`config.mk`:
```
export PLATFORM = sky130hd
export DESIGN_NAME = bcd2_seg_scan
export DESIGN_NICKNAME = d
export VERILOG_FILES = /design/src/rtl/bcd2_seg_scan.sv
export SDC_FILE = /design/constraint.sdc
export NUM_CORES = 1
export LEC_CHECK = 0
export CAP_MARGIN = 20
export CORE_MARGIN = 2
export CORE_UTILIZATION = 50
export CTS_BUF_LIST = sky130_fd_sc_hd__clkbuf_2
export CTS_CLUSTER_SIZE = 16
export DETAILED_ROUTE_END_ITERATION = 7
export PLACE_DENSITY = 0.79
export SLEW_MARGIN = 20
export SYNTH_ARGS = -nofsm -noshare
export SYNTH_HDL_FRONTEND = slang
export SYNTH_SLANG_ARGS = --single-unit
export TNS_END_PERCENT = 30
```
`constraint.sdc`:
```
create_clock -name clk -period 3.05 [get_ports clk]
set_clock_uncertainty 0.2 [all_clocks]
set_input_delay 0.61 -clock clk [delete_from_list [all_inputs] [get_ports clk]]
set_output_delay 0.61 -clock clk [all_outputs]
set_load 0.05 [all_outputs]
```
`src/rtl/bcd2_seg_scan.sv`:
```
// Two-digit multiplexed 7-segment driver: snapshots the BCD pair once per frame,
// scans ones then tens with optional dark gaps, and optionally hides a leading zero.
module bcd2_seg_scan #(
  parameter int REFRESH_DIV     = 50000,
  parameter int BLANK_CYCLES    = 16,
  parameter int BLANK_LEAD_ZERO = 1,
  parameter int ACTIVE_LOW      = 1
) (
  input  logic       clk,
  input  logic       rst,
  input  logic [3:0] bcd_tens,
  input  logic [3:0] bcd_ones,
  output logic [6:0] seg,
  output logic [1:0] an,
  output logic       frame_tick
);

  localparam int MAXLEN  = (REFRESH_DIV > BLANK_CYCLES) ? REFRESH_DIV : BLANK_CYCLES;
  localparam int CW      = (MAXLEN > 1) ? $clog2(MAXLEN) : 1;
  localparam bit HAS_GAP = (BLANK_CYCLES > 0);
  localparam logic [CW-1:0] SHOW_LAST = CW'(REFRESH_DIV - 1);
  localparam logic [CW-1:0] GAP_LAST  = HAS_GAP ? CW'(BLANK_CYCLES - 1) : '0;

  typedef enum logic [1:0] {
    GAP_O  = 2'd0,
    SHOW_O = 2'd1,
    GAP_T  = 2'd2,
    SHOW_T = 2'd3
  } state_t;

  localparam state_t RESET_STATE = HAS_GAP ? GAP_O : SHOW_O;

  state_t          state, state_next;
  logic [CW-1:0]   cnt, cnt_next;
  logic [CW-1:0]   slot_last;
  logic            primed;
  logic            prime_edge;
  logic            enter_show_o;
  logic [3:0]      tens_q, ones_q, tens_next, ones_next;
  logic [6:0]      seg_int, seg_next;
  logic [1:0]      an_int, an_next;
  logic            tick_next;

  function automatic logic [6:0] decode(input logic [3:0] d);
    logic [6:0] s;
    case (d)
      4'd0:    s = 7'b0111111;
      4'd1:    s = 7'b0000110;
      4'd2:    s = 7'b1011011;
      4'd3:    s = 7'b1001111;
      4'd4:    s = 7'b1100110;
      4'd5:    s = 7'b1101101;
      4'd6:    s = 7'b1111101;
      4'd7:    s = 7'b0000111;
      4'd8:    s = 7'b1111111;
      4'd9:    s = 7'b1101111;
      default: s = 7'b1000000;
    endcase
    return s;
  endfunction

  // Without gaps the reset state is already SHOW_O, so the first edge after
  // release acts as the entry into SHOW_O (snapshot + counter restart).
  assign prime_edge = !primed && !HAS_GAP;

  always_comb begin
    state_next   = state;
    cnt_next     = cnt + 1'b1;
    slot_last    = (state == SHOW_O || state == SHOW_T) ? SHOW_LAST : GAP_LAST;
    enter_show_o = 1'b0;
    tens_next    = tens_q;
    ones_next    = ones_q;
    an_next      = 2'b00;
    seg_next     = 7'b0000000;
    tick_next    = 1'b0;

    if (prime_edge) begin
      state_next = SHOW_O;
    end else if (cnt == slot_last) begin
      case (state)
        GAP_O:   state_next = SHOW_O;
        SHOW_O:  state_next = HAS_GAP ? GAP_T : SHOW_T;
        GAP_T:   state_next = SHOW_T;
        default: state_next = HAS_GAP ? GAP_O : SHOW_O;
      endcase
    end

    if (state_next != state || prime_edge) begin
      cnt_next = '0;
    end

    enter_show_o = (state_next == SHOW_O) && (state != SHOW_O || prime_edge);
    if (enter_show_o) begin
      tens_next = bcd_tens;
      ones_next = bcd_ones;
      tick_next = 1'b1;
    end

    case (state_next)
      SHOW_O: begin
        an_next  = 2'b01;
        seg_next = decode(ones_next);
      end
      SHOW_T: begin
        if (!(BLANK_LEAD_ZERO != 0 && tens_next == 4'd0)) begin
          an_next  = 2'b10;
          seg_next = decode(tens_next);
        end
      end
      default: begin
        an_next  = 2'b00;
        seg_next = 7'b0000000;
      end
    endcase
  end

  always_ff @(posedge clk or posedge rst) begin
    if (rst) begin
      state      <= RESET_STATE;
      cnt        <= '0;
      primed     <= 1'b0;
      tens_q     <= 4'd0;
      ones_q     <= 4'd0;
      an_int     <= 2'b00;
      seg_int    <= 7'b0000000;
      frame_tick <= 1'b0;
    end else begin
      state      <= state_next;
      cnt        <= cnt_next;
      primed     <= 1'b1;
      tens_q     <= tens_next;
      ones_q     <= ones_next;
      an_int     <= an_next;
      seg_int    <= seg_next;
      frame_tick <= tick_next;
    end
  end

  // Pin polarity applied after the registers so internal logic stays active-high.
  assign seg = (ACTIVE_LOW != 0) ? ~seg_int : seg_int;
  assign an  = (ACTIVE_LOW != 0) ? ~an_int  : an_int;

endmodule
```
Yosys cells after proc, flatten, opt, wreduce, memory -nomap -nowiden
Memory sizes are Yosys's and may differ from the RTL's.
Index checks and enable logic that the tools add are counted.
{"block": "word_totals", "ram_bits": 0, "word_cells": 35, "rom_bits": 224, "output_inout_bits": 10, "latch_bits": 0, "n_memories": 2, "regBits": 36}
{"block": "op_classes", "multipliers": 0, "div": 0, "eq_ne": 8, "bitwise_logic": 2, "mux": 11, "n_reduce_logical": 4, "shifts": 0, "magnitude_cmp": 0, "n_addsub": 1}
{"name": "(no name shown)", "words": 16, "word_bits": 7, "rd": 1, "rd_ports_with_merged_regs": 0, "wr": 0, "line_no": "46", "text": "case (d)"}
{"name": "(no name shown)", "words": 16, "word_bits": 7, "rd": 1, "rd_ports_with_merged_regs": 0, "wr": 0, "line_no": "46"}
{"cell": "2-to-1 mux 16 bit", "count": 2}
{"cell": "adder 16 x 1 -> 16 bit, second input constant", "count": 1}
{"cell": "equality test 16 bit", "count": 1}
{"cell": "one-hot mux 7 bit (2 select lines)", "count": 1}
{"cell": "2-to-1 mux 4 bit", "count": 2}
{"cell": "2-to-1 mux 7 bit", "count": 1}
{"cell": "NOT 7 bit", "count": 1}
{"cell": "equality test 2 bit, second input constant", "count": 3}
{"cell": "one-hot mux 2 bit (3 select lines)", "count": 1}
{"cell": "equality test 2 x 1 -> 1 bit, second input constant", "count": 2}
{"cell": "logical NOT 4 bit", "count": 1}
{"cell": "2-to-1 mux 2 bit", "count": 2}
{"cell": "one-hot mux 2 bit (2 select lines)", "count": 1}
{"cell": "logical NOT 2 bit", "count": 1}
{"cell": "!= test 2 x 1 -> 1 bit, second input constant", "count": 1}
{"cell": "!= test 2 bit", "count": 1}
{"cell": "NOT 2 bit", "count": 1}
{"cell": "logical AND 1 bit", "count": 1}
{"cell": "logical OR 1 bit", "count": 1}
{"cell": "2-to-1 mux 1 bit", "count": 1}

Logic depth before layout (Yosys ltp)
{"block": "depth", "depth_word": 11, "ltp_mapped": 15, "depth_no_buf": 14}

Worst setup path before layout
No wires, ideal clock.
{"block": "synth_timing", "path_type": "register to register", "start": "register state[0]", "end": "register seg_int[3]", "n_path_buf": 2, "arrival_ps": 2827, "stages_incl_launch_ff": 13, "t_required_ps": 2772, "period_less_slack_ps": 3104, "path_slack_ps": -54, "cell_sequence": "dfrtp_1 inv_1 ha_1 nor3_1 and3_4 nor2_8 buf_4 buf_4 o21ai_0 ha_1 and3_1 o31a_1 o2bb2ai_1"}
{"block": "synth_via", "elab_chain_len": 11, "elab_cells_between_ends": 20, "cone_classes": "eq/ne (7); mux (7); reduce/logical (4); memory (2)"}
{"item": "from (decl)", "line_no": "33", "text": "state_t state, state_next;"}
{"item": "from (signal assigned)", "line_no": "128", "text": "state <= state_next;"}
{"item": "equality test 2 x 1 -> 1 bit / equality test 2 bit (equally long branches)", "line_no": "69, 80"}
{"item": "logical OR 1 bit", "line_no": "69", "text": "slot_last = (state == SHOW_O || state == SHOW_T) ? SHOW_LAST : GAP_LAST;"}
{"item": "2-to-1 mux 16 bit", "line_no": "69"}
{"item": "equality test 16 bit", "line_no": "79", "text": "end else if (cnt == slot_last) begin"}
{"item": "2-to-1 mux 2 bit", "line_no": "79"}
{"item": "equality test 2 x 1 -> 1 bit", "line_no": "92, 99"}
{"item": "logical AND 1 bit", "line_no": "92", "text": "enter_show_o = (state_next == SHOW_O) && (state != SHOW_O || prime_edge);"}
{"item": "2-to-1 mux 4 bit", "line_no": "93", "text": "if (enter_show_o) begin"}
{"item": "memory (16 x 7 bit) / logical NOT 4 bit (equally long branches)"}
{"item": "2-to-1 mux 7 bit", "line_no": "105", "text": "if (!(BLANK_LEAD_ZERO != 0 && tens_next == 4'd0)) begin"}
{"item": "one-hot mux 7 bit (2 select lines) (*)", "line_no": "99", "text": "case (state_next)"}
{"item": "named net seg_next[3]", "line_no": "40", "text": "logic [6:0] seg_int, seg_next;"}
{"item": "to (signal assigned)", "line_no": "134", "text": "seg_int <= seg_next;"}
{"item": "to (decl)", "line_no": "40"}
The timed path passes the listed nets; every way through them passes the cells marked *.

Worst setup path after layout
{"block": "layout_timing", "start": "register state[0]", "end": "register seg_int[4]"}
{"block": "layout_via", "elab_cells_between_ends": 20, "cone_classes": "eq/ne (7); mux (7); reduce/logical (4); memory (2)"}
{"item": "equality test 2 x 1 -> 1 bit / equality test 2 bit (equally long branches)", "line_no": "69, 80"}
{"item": "logical OR 1 bit", "line_no": "69"}
{"item": "2-to-1 mux 16 bit", "line_no": "69"}
{"item": "equality test 16 bit", "line_no": "79"}
{"item": "2-to-1 mux 2 bit", "line_no": "79"}
{"item": "equality test 2 x 1 -> 1 bit", "line_no": "92"}
{"item": "logical AND 1 bit (*)", "line_no": "92"}
{"item": "2-to-1 mux 4 bit (*)", "line_no": "93"}
{"item": "named net ones_next[1]", "line_no": "39", "text": "logic [3:0] tens_q, ones_q, tens_next, ones_next;"}
{"item": "memory (16 x 7 bit) (*)"}
{"item": "one-hot mux 7 bit (2 select lines) (*)", "line_no": "99"}
{"item": "named net seg_next[4]", "line_no": "40"}
Marks and branches as above.

==> flow_metrics.tcl <==
set metrics [dict create \
    wl_met2_mm 2.32 \
    yosysTopAreaCell "dfrtp_1" \
    netlist_area_um2 2200 \
    hp-class "flip-flop to flip-flop" \
    slew_violations 0 \
    tightest_slew_ns 0.513 \
    required_ns 3.16 \
    top_layer_used "met4" \
    r2r-end "seg_int[4]" \
    layout-drive-gt1-share_pct 23.3 \
    synth_edf_count 0 \
    rows 24 \
    io_pins 20 \
    synth-async-reset-ratio_pct 100 \
    avgRoutedWirePerCell_um 15.5 \
    ys_ff_latch 36 \
    p_int_uw 686 \
    routed_wl_mm 5.08 \
    cp-end-kind "flip-flop" \
    grt_pass1_wl_mm 8.27 \
    r2r-start "state[0]" \
    comb_power_share_pct 14.7 \
    grt_max_degree 37 \
    status "complete, no violations" \
    power_uw 943 \
    path_class "flip-flop to flip-flop" \
    dr_total_vias 1850 \
    p_seq_share_pct 52.8 \
    antenna_found_initial 0 \
    synth_area_leaders "dfrtp_1, ha_1, inv_1" \
    drt_first_pass_iters 4 \
    synth.most_common_cell "dfrtp_1" \
    post-route-drc-count 0 \
    layout.nets 294 \
    swShare_pct 27.3 \
    hold_path.startpoint "cnt[0]" \
    core_um2 4290 \
    hold_viol_final 0 \
    dp_cells 313 \
    cpMostUsedCell "buf_4" \
    dp_hpwl_mm 3.65 \
    synth_nets 249 \
    startpoint_type "flip-flop" \
    reg2regPathDepth 11 \
    post-route-util_pct 63.4 \
    yosys_warnings 0 \
    cts_root_buffer "clkbuf_2" \
    cap_violations 0 \
    critical_path.cell_chain "or4_4, o22ai_4, and3_4, nor2_8, buf_4, buf_4, a21oi_4, inv_2, ha_2, a211o_1, a22o_1" \
    whs_path_depth 1 \
    p_per_area_nw_per_um2 346 \
    gp_congestion 0.907 \
    die_width_um 70.4 \
    synth_top_area_share_pct 40.9 \
    grt_usage_pct 21.2 \
    cts.clk_slew.worst_paths_ns 0.18 \
    clock_latency_ns 0.41 \
    dp_slack_ns 0.0496 \
    grt-ovfl-total 0 \
    yosysUniqueCellTypes 50 \
    period_needed_ns 2.97 \
    peakVddDrop_v 0.000227 \
    synthTopCellsByCount "dfrtp_1, inv_1, nor2_1" \
    postRouteAntennaNets 0 \
    crit_start "state[0]" \
    crit_fanout 7 \
    synth_cells 229 \
    die_h_um 70.4 \
    ctsHoldBuffers 0 \
    power_leakage_uw 0.00131 \
    n_antenna_cell 0 \
    clockPowerShare_pct 32.4 \
    slowest_stage "or4_4" \
    setup_viol 0 \
    cp.arrival_ns 3.08 \
    synth_ff_type "dfrtp_1" \
    min_period_over_period_pct 97.3 \
    wl_met1_mm 2.31 \
    hold_end "cnt[0]" \
    ys_seq_area_share_pct 40.9 \
    clk_path_buf_depth 2 \
    first_iter_violations 177 \
    start_util_pct 51.3 \
    io_buffers 19 \
    p_switching_uw 257 \
    htreeDepth 2 \
    grt_pass1_vias 1818 \
    finalWorstSetupSlack_ns 0.0824 \
    cts_sinks 36 \
    cts_buffers 5 \
    cts_tree "done" \
    layout.cells.non_filler 327 \
    max_stage_delay_ns 0.55 \
    area.growth.synth_to_final_pct 23.6 \
    rrSetupSlack_ns 0.08 \
    timing.fmax_ghz 0.337 \
    die-area_um2 4950 \
    avgSynthCellArea_um2 9.62 \
    max_slew_margin_pct 65.7 \
    wl_met3_um 311 \
    via_per_inst 5.66 \
]
-- final cells by class --
class                   instances  area [um2]
inverters                      29         109
clock buffers                   6        30.0
well taps                      52        65.1
repair buffers                 41         355
clock inverters                 2        35.0
multi-input cells             161        1230
flip-flops and latches         36         901
fillers                       345        1570
-- sequential cells by signal, indices dropped and copies added, names as in the netlist --
name,count
an_int,2
cnt,16
frame_tick,1
ones_q,4
seg_int,7
state,2
tens_q,4
-- cell families after synthesis --
logic type,share of synthesized area (%)
muxes,5.05
buffers and inverters,5.79
AOI/OAI and AO/OA,16.5
adders and majority gates,5.68
DFF,40.9
and+or+nand+nor,19.3
xor gates and xnor gates,6.76
-- worst max-delay path: cells and delay by family (launching register included) --
family | cells | cell delay (ns)
DFF | 1 | 0.47
buffers and inverters | 3 | 0.39
and+or+nand+nor | 3 | 0.86
AOI/OAI and AO/OA | 4 | 0.78
adders and majority gates | 1 | 0.19
-- layer usage --
metal / vias up / track usage [%]
li1: 889 / -
met1: 881 / 28.6
met2: 66 / 32.2
met3: 14 / 5.48
met4: 0 / 9.40
met5: - / 0
-- stage by stage --
stage | setup TNS [ns] | hold WS, ns | instance area [um2]
6_report | 0 | 0.276 | 2720
3_5_place_dp | 0 | 0.266 | 2570
2_1_floorplan | 0 | 0.225 | 2220
5_1_grt | -0.144 | 0.295 | 2720
3_3_place_gp | 0 | 0.245 | 2570
4_1_cts | 0 | 0.288 | 2650
-- worst max-delay path by stage --
stage,endpoint,cells past startpoint
after detailed placement,seg_int[4],10
after global routing,seg_int[6],13
after global placement,seg_int[4],10
final,seg_int[4],11
after floorplan,seg_int[4],11
after CTS,seg_int[4],10
-- cell usage in the layout, fill, tap and decap left out, types with 8 or more instances in the layout --
cell type,count
xnor2_1,10
dfrtp_1,36
nand3_1,8
clkdlybuf4s50_1,19
inv_1,24
nor2_1,17
and3_1,10
nand2_1,16
buf_4,22
-- power by group through the flow --
stage / clock (uW) / sequential, uW / combinational [uW]
after floorplan: 0 / 504 / 86.2
after global placement: 0 / 506 / 134
after detailed placement: 0 / 507 / 136
after CTS: 314 / 498 / 137
after global routing: 330 / 500 / 151
final: 306 / 499 / 139
-- timing repair --
item                       CTS  global route
pin swaps                    0             6
buffers inserted             2             4
resized for setup            0            15
setup endpoints to repair    1             6
No activity file was read; power rests on OpenSTA's default activity.
